--- src/rtl/cache_ctrl_pkg.sv ---
// rtl/cache_ctrl_pkg.sv - shared state encoding, geometry and helpers for the 16-word cache controller
package cache_ctrl_pkg;

  typedef enum logic [2:0] {
    IDLE   = 3'd0,
    CMP    = 3'd1,
    REFILL = 3'd2,
    WRITE  = 3'd3,
    DONE   = 3'd4
  } state_t;

  localparam int LINE_WORDS = 4;
  localparam int NUM_LINES  = 2;

  function automatic logic [LINE_WORDS-1:0] onehot4(input logic [1:0] sel);
    onehot4 = 4'b0001 << sel;
  endfunction

endpackage

--- src/rtl/refill_counter.sv ---
// rtl/refill_counter.sv - loadable down-counter timing a cache line refill
module refill_counter #(
  parameter int W = 2
) (
  input  logic         clk,
  input  logic         rst,
  input  logic         load,
  input  logic [W-1:0] load_val,
  input  logic         dec,
  output logic [W-1:0] count,
  output logic         zero
);

  always_ff @(posedge clk or negedge rst) begin
    if (!rst) begin
      count <= '0;
    end else if (load) begin
      count <= load_val;
    end else if (dec && (count != '0)) begin
      count <= count - 1'b1;
    end
  end

  assign zero = (count == '0);

endmodule

--- src/rtl/cache_16_controller.sv ---
// rtl/cache_16_controller.sv - write-through cache sequencer; CACHE_STATS_EN adds hit/miss counters
module cache_16_controller
  import cache_ctrl_pkg::*;
#(
  parameter int WIDTH      = 32,
  parameter int REFILL_LAT = 2,
  parameter int STAT_W     = 16
) (
  input  logic                            clk,
  input  logic                            rst,
  input  logic                            req_read,
  input  logic                            req_write,
  input  logic [1:0]                      tag,
  input  logic                            index,
  input  logic [1:0]                      offset,
  input  logic                            hit,
  output logic                            stall,
  output logic                            is_write_mem,
  output logic [LINE_WORDS-1:0]           is_load_bus,
  output logic [1:0]                      control_tag,
  output logic                            control_index,
  output logic [2:0]                      control_offset,
  output logic [LINE_WORDS*NUM_LINES-1:0] control_data_mux,
  output logic                            control_word_cache
`ifdef CACHE_STATS_EN
  ,
  output logic [STAT_W-1:0]               stat_hits,
  output logic [STAT_W-1:0]               stat_miss
`endif
);

  localparam int CW    = $clog2(REFILL_LAT) + 1;
  localparam int MUX_W = LINE_WORDS * NUM_LINES;

  if (REFILL_LAT < 1 || WIDTH < 1 || STAT_W < 1) begin : g_bad_params
    $error("cache_16_controller: REFILL_LAT, WIDTH and STAT_W must be >= 1");
  end

  state_t          state, state_d;
  logic [1:0]      tag_q, tag_n, off_q, off_n;
  logic            idx_q, idx_n, wr_q;
  logic            take, cnt_load, cnt_dec, cnt_zero, fill_last;
  logic [CW-1:0]   cnt;
  logic            wm_d, ci_d, wc_d;
  logic [LINE_WORDS-1:0] lb_d;
  logic [1:0]      ct_d;
  logic [2:0]      co_d;
  logic [MUX_W-1:0] mux_d;

  refill_counter #(.W(CW)) u_refill_cnt (
    .clk      (clk),
    .rst      (rst),
    .load     (cnt_load),
    .load_val (CW'(REFILL_LAT - 1)),
    .dec      (cnt_dec),
    .count    (cnt),
    .zero     (cnt_zero)
  );

  always_comb begin
    state_d  = state;
    cnt_load = 1'b0;
    cnt_dec  = 1'b0;
    take     = req_read | req_write;
    case (state)
      IDLE:    if (take) state_d = CMP;
      CMP: begin
        if (wr_q)     state_d = WRITE;
        else if (hit) state_d = DONE;
        else begin
          state_d  = REFILL;
          cnt_load = 1'b1;
        end
      end
      REFILL: begin
        if (cnt_zero) state_d = CMP;
        else          cnt_dec = 1'b1;
      end
      WRITE:   state_d = DONE;
      DONE:    state_d = IDLE;
      default: state_d = IDLE;
    endcase

    stall = rst & ((state == IDLE) ? take : (state != DONE));

    // Address is captured as the request is taken and held to the end of the transaction
    tag_n = (state == IDLE && take) ? tag    : tag_q;
    idx_n = (state == IDLE && take) ? index  : idx_q;
    off_n = (state == IDLE && take) ? offset : off_q;

    // Outputs are registered, so decode them from the state being entered
    fill_last = (state_d == REFILL) &&
                ((state == CMP) ? (REFILL_LAT == 1) : (cnt == CW'(1)));
    wm_d  = (state_d == WRITE);
    wc_d  = (state_d == WRITE) && hit;
    lb_d  = fill_last ? {LINE_WORDS{1'b1}} : (wc_d ? onehot4(off_n) : '0);
    ct_d  = (state_d == REFILL) ? tag_n : 2'b00;
    ci_d  = (state_d == REFILL || state_d == WRITE) ? idx_n : 1'b0;
    co_d  = (state_d != IDLE) ? {idx_n, off_n} : 3'b000;
    // The datapath numbers the data-mux words from the MSB down
    mux_d = wc_d ? (MUX_W'(8'h80) >> {idx_n, off_n}) : '0;
  end

  always_ff @(posedge clk or negedge rst) begin
    if (!rst) begin
      state <= IDLE;
      tag_q <= 2'b00;
      idx_q <= 1'b0;
      off_q <= 2'b00;
      wr_q  <= 1'b0;
    end else begin
      state <= state_d;
      tag_q <= tag_n;
      idx_q <= idx_n;
      off_q <= off_n;
      if (state == IDLE && take) wr_q <= req_write;
    end
  end

  always_ff @(posedge clk or negedge rst) begin
    if (!rst) begin
      is_write_mem       <= 1'b0;
      is_load_bus        <= '0;
      control_tag        <= 2'b00;
      control_index      <= 1'b0;
      control_offset     <= 3'b000;
      control_data_mux   <= '0;
      control_word_cache <= 1'b0;
    end else begin
      is_write_mem       <= wm_d;
      is_load_bus        <= lb_d;
      control_tag        <= ct_d;
      control_index      <= ci_d;
      control_offset     <= co_d;
      control_data_mux   <= mux_d;
      control_word_cache <= wc_d;
    end
  end

`ifdef CACHE_STATS_EN
  always_ff @(posedge clk or negedge rst) begin
    if (!rst) begin
      stat_hits <= '0;
      stat_miss <= '0;
    end else begin
      if (state == CMP && hit && (state_d == DONE || state_d == WRITE) && stat_hits != '1)
        stat_hits <= stat_hits + 1'b1;
      if (state == CMP && !wr_q && !hit && stat_miss != '1)
        stat_miss <= stat_miss + 1'b1;
    end
  end
`endif

endmodule

--- config.mk ---
export PLATFORM = sky130hd
export DESIGN_NAME = cache_16_controller
export DESIGN_NICKNAME = d
export VERILOG_FILES = /design/src/rtl/cache_ctrl_pkg.sv /design/src/rtl/refill_counter.sv /design/src/rtl/cache_16_controller.sv
export SDC_FILE = /design/constraint.sdc
export NUM_CORES = 1
export LEC_CHECK = 0
export ABC_AREA = 1
export CAP_MARGIN = 20
export CORE_MARGIN = 1
export CORE_UTILIZATION = 35
export CTS_CLUSTER_SIZE = 25
export DETAILED_ROUTE_END_ITERATION = 6
export SLEW_MARGIN = 10
export SYNTH_ARGS = -nofsm -noshare
export SYNTH_HDL_FRONTEND = slang
export SYNTH_SLANG_ARGS = --single-unit
--- constraint.sdc ---
create_clock -name clk -period 2.3 [get_ports clk]
set_clock_uncertainty 0.05 [all_clocks]
set_input_delay 0.23 -clock clk [delete_from_list [all_inputs] [get_ports clk]]
set_output_delay 0.23 -clock clk [all_outputs]
set_load 0.1 [all_outputs]
==> flow_metrics.tcl <==
set metrics [dict create \
    outcome "completed" \
    synth_area_leaders "dfrtp_1 59%, inv_1 5.4%, nor2_1 5.4%" \
    vias_per_cell 4.245 \
    end_kind "output port" \
    io_pins 31 \
    cp_common_cell "nand2_1" \
    die-area_um2 4032 \
    worst_pin_slew_ps 377.1 \
    ys_seq_area_share_pct 58.60 \
    wl_per_cell_um 11.13 \
    finalSetupTns_ps 0 \
    drv_slew 0 \
    post_cts_buffers 0 \
    fp.dieH_um 63.50 \
    final_nets 173 \
    drive_above_1_share_pct 33.95 \
    clock-sinks 31 \
    syn_area_per_cell_um2 10.68 \
    slowest_delay_ps 450 \
    period_needed_ps 1709 \
    antenna_cells 0 \
    fin_util_pct 50.36 \
    fmaxAchievable_ghz 0.5852 \
    buffer_ports.inserted 30 \
    place_area_um2 1629 \
    required_ps 2020 \
    yosys.cell_types.count 20 \
    root_buffer "clkbuf_8" \
    drc_errors 0 \
    relSlewSlack_pct 74.86 \
    cts_resized 0 \
    clock_latency_ps 280 \
    ant_nets 0 \
    cp_cell_sequence "clkdlybuf4s50_1 > inv_1 > nand2_1 > nand2_1 > a21boi_1 > buf_12" \
    p_leak_uw 0.0009476 \
    antenna_found_initial 0 \
    cts_tree "yes" \
    grt_max_degree 32 \
    hold_ws_ps 320.0 \
    irDropWorstVdd_mv 0.5808 \
    powerDensity_nw_per_um2 1591 \
    grt_pass1_wl_mm 4.222 \
    syn_to_final_growth_pct 31.95 \
    initial_core_util_pct 38.17 \
    yosysTopAreaCell "dfrtp_1" \
    path_clk_slew_ps 60 \
    yosys_warnings 0 \
    timing.final.setup_violations 0 \
    cts_buffers 5 \
    stdcell_area_um2 1747 \
    rows 21 \
    crit_path_top_delay_cell "clkdlybuf4s50_1" \
    first_global_vias 921 \
    synth_area_um2 1324 \
    globalplace.congestion 0.7157 \
    dp_hpwl_mm 1.751 \
    drt_iter0_markers 8 \
    vias 883 \
    grt-ovfl-total 0 \
    ys_ff_latch 31 \
    grt_use_total_pct 14.32 \
    synth_top_area_share_pct 58.60 \
    routed_wl_mm 2.315 \
    htreeDepth 2 \
    hold_path_class "in2async" \
    cts_hold_buf 0 \
    worst_ep_arrival_time_ps 1430 \
    hold_viol 0 \
    clock_path_buffers 2 \
    synth_cells 124 \
    pre_cts_ws_ps 565.9 \
    fp.coreArea_um2 3468 \
    path_class "in2out" \
    min_period_over_period_pct 74.29 \
    maxCapViolCount 0 \
    syn-num-nets 136 \
    rsz0062_at_grt "no" \
    die_x_um 63.50 \
    layout_setup_ws_ps 591.3 \
    firstDrtPassIters 4 \
    cp_max_fo 6 \
    start_kind "primary input" \
]
[cells in the mapped netlist, drive strengths merged]
master / n
a21boi: 1
buf: 1
dfrtp: 31
ha: 2
inv: 21
nand2: 27
nand3: 7
nand4: 4
nor2: 22
nor3b: 1
o21ai: 6
o22ai: 1
[layout make-up]
cell class / count / area, µm²
clock buffers: 6 / 82.58
well taps: 46 / 57.56
repair buffers: 31 / 267.8
clock inverters: 2 / 35.03
inverters: 21 / 78.83
multi-input cells: 71 / 449.2
flip-flops and latches: 31 / 775.7
fillers: 349 / 1722
[state kept, by name, indices dropped and copies added (netlist names), 2 cells and up]
| register | flops |
|---|---|
| control_tag | 2 |
| control_offset | 3 |
| state | 3 |
| control_data_mux | 8 |
| is_load_bus | 4 |
| u_refill_cnt.count | 2 |
| off_q | 2 |
| tag_q | 2 |
[through the flow]
stage | std cells | power, µW
after global placement | 200 | 2241
after global routing | 208 | 2959
after floorplan | 124 | 1993
after CTS | 208 | 2815
final | 208 | 2779
after detailed placement | 200 | 2255
[critical path: cells and delay by family]
| kind | cells | cell delay (ps) |
|---|---|---|
| AOI/OAI and AO/OA | 1 | 230 |
| and+or+nand+nor | 2 | 260 |
| buffers and inverters | 3 | 700 |
[worst paths after layout]
path | start | to | slack (ps) | cells past startpoint
max reg2reg | state[1] | control_data_mux[4] | 820 | 5
min in group clk | req_write | wr_q | 490 | 3
min | rst | off_q[0] | 320 | 2
max | req_write | stall | 590 | 6
max in group asynchronous | rst | tag_q[1] | 1600 | 2
min reg2reg | u_refill_cnt.count[1] | u_refill_cnt.count[1] | 500 | 2
[report_power, final]
part / switching (µW) / total [µW] / leakage (µW) / internal (µW)
Sequential: 95.5 / 809 / 0.000406 / 713
Clock: 198 / 548 / 0.0000612 / 350
Combinational: 1080 / 1420 / 0.000481 / 340
Total: 1380 / 2780 / 0.000948 / 1400
[cells in the final DEF (no fill, tap or decap), drive strengths merged]
| cell | count |
|---|---|
| dfrtp | 31 |
| nand2 | 27 |
| buf | 22 |
| nor2 | 22 |
| inv | 21 |
| clkdlybuf4s50 | 9 |
| nand3 | 7 |
| clkbuf | 6 |
| o21ai | 6 |
| nand4 | 4 |
| ha | 2 |
| nor3b | 1 |
| a21boi | 1 |
| o22ai | 1 |
| clkinv | 1 |
| bufinv | 1 |
[routing by layer]
| layer | share of wire (%) | global-route usage, % | vias to the layer above |
|---|---|---|---|
| li1 | - | - | 456 |
| met1 | 44 | 16.80 | 404 |
| met2 | 47 | 21.68 | 17 |
| met3 | 5.6 | 5.435 | 6 |
| met4 | 2.9 | 9.375 | 0 |
| met5 | 0 | 0 | - |
[cells by family (layout without fill, tap and decap cells)]
group | after synthesis | after routing | synth area share, %
fa+ha+maj | 2 | 2 | 1.890
buf+inv | 22 | 60 | 7.467
flops | 31 | 31 | 58.60
simple gates | 61 | 61 | 27.60
compound gates | 8 | 8 | 4.443
Note: power is estimated with default switching activity, not from simulation.
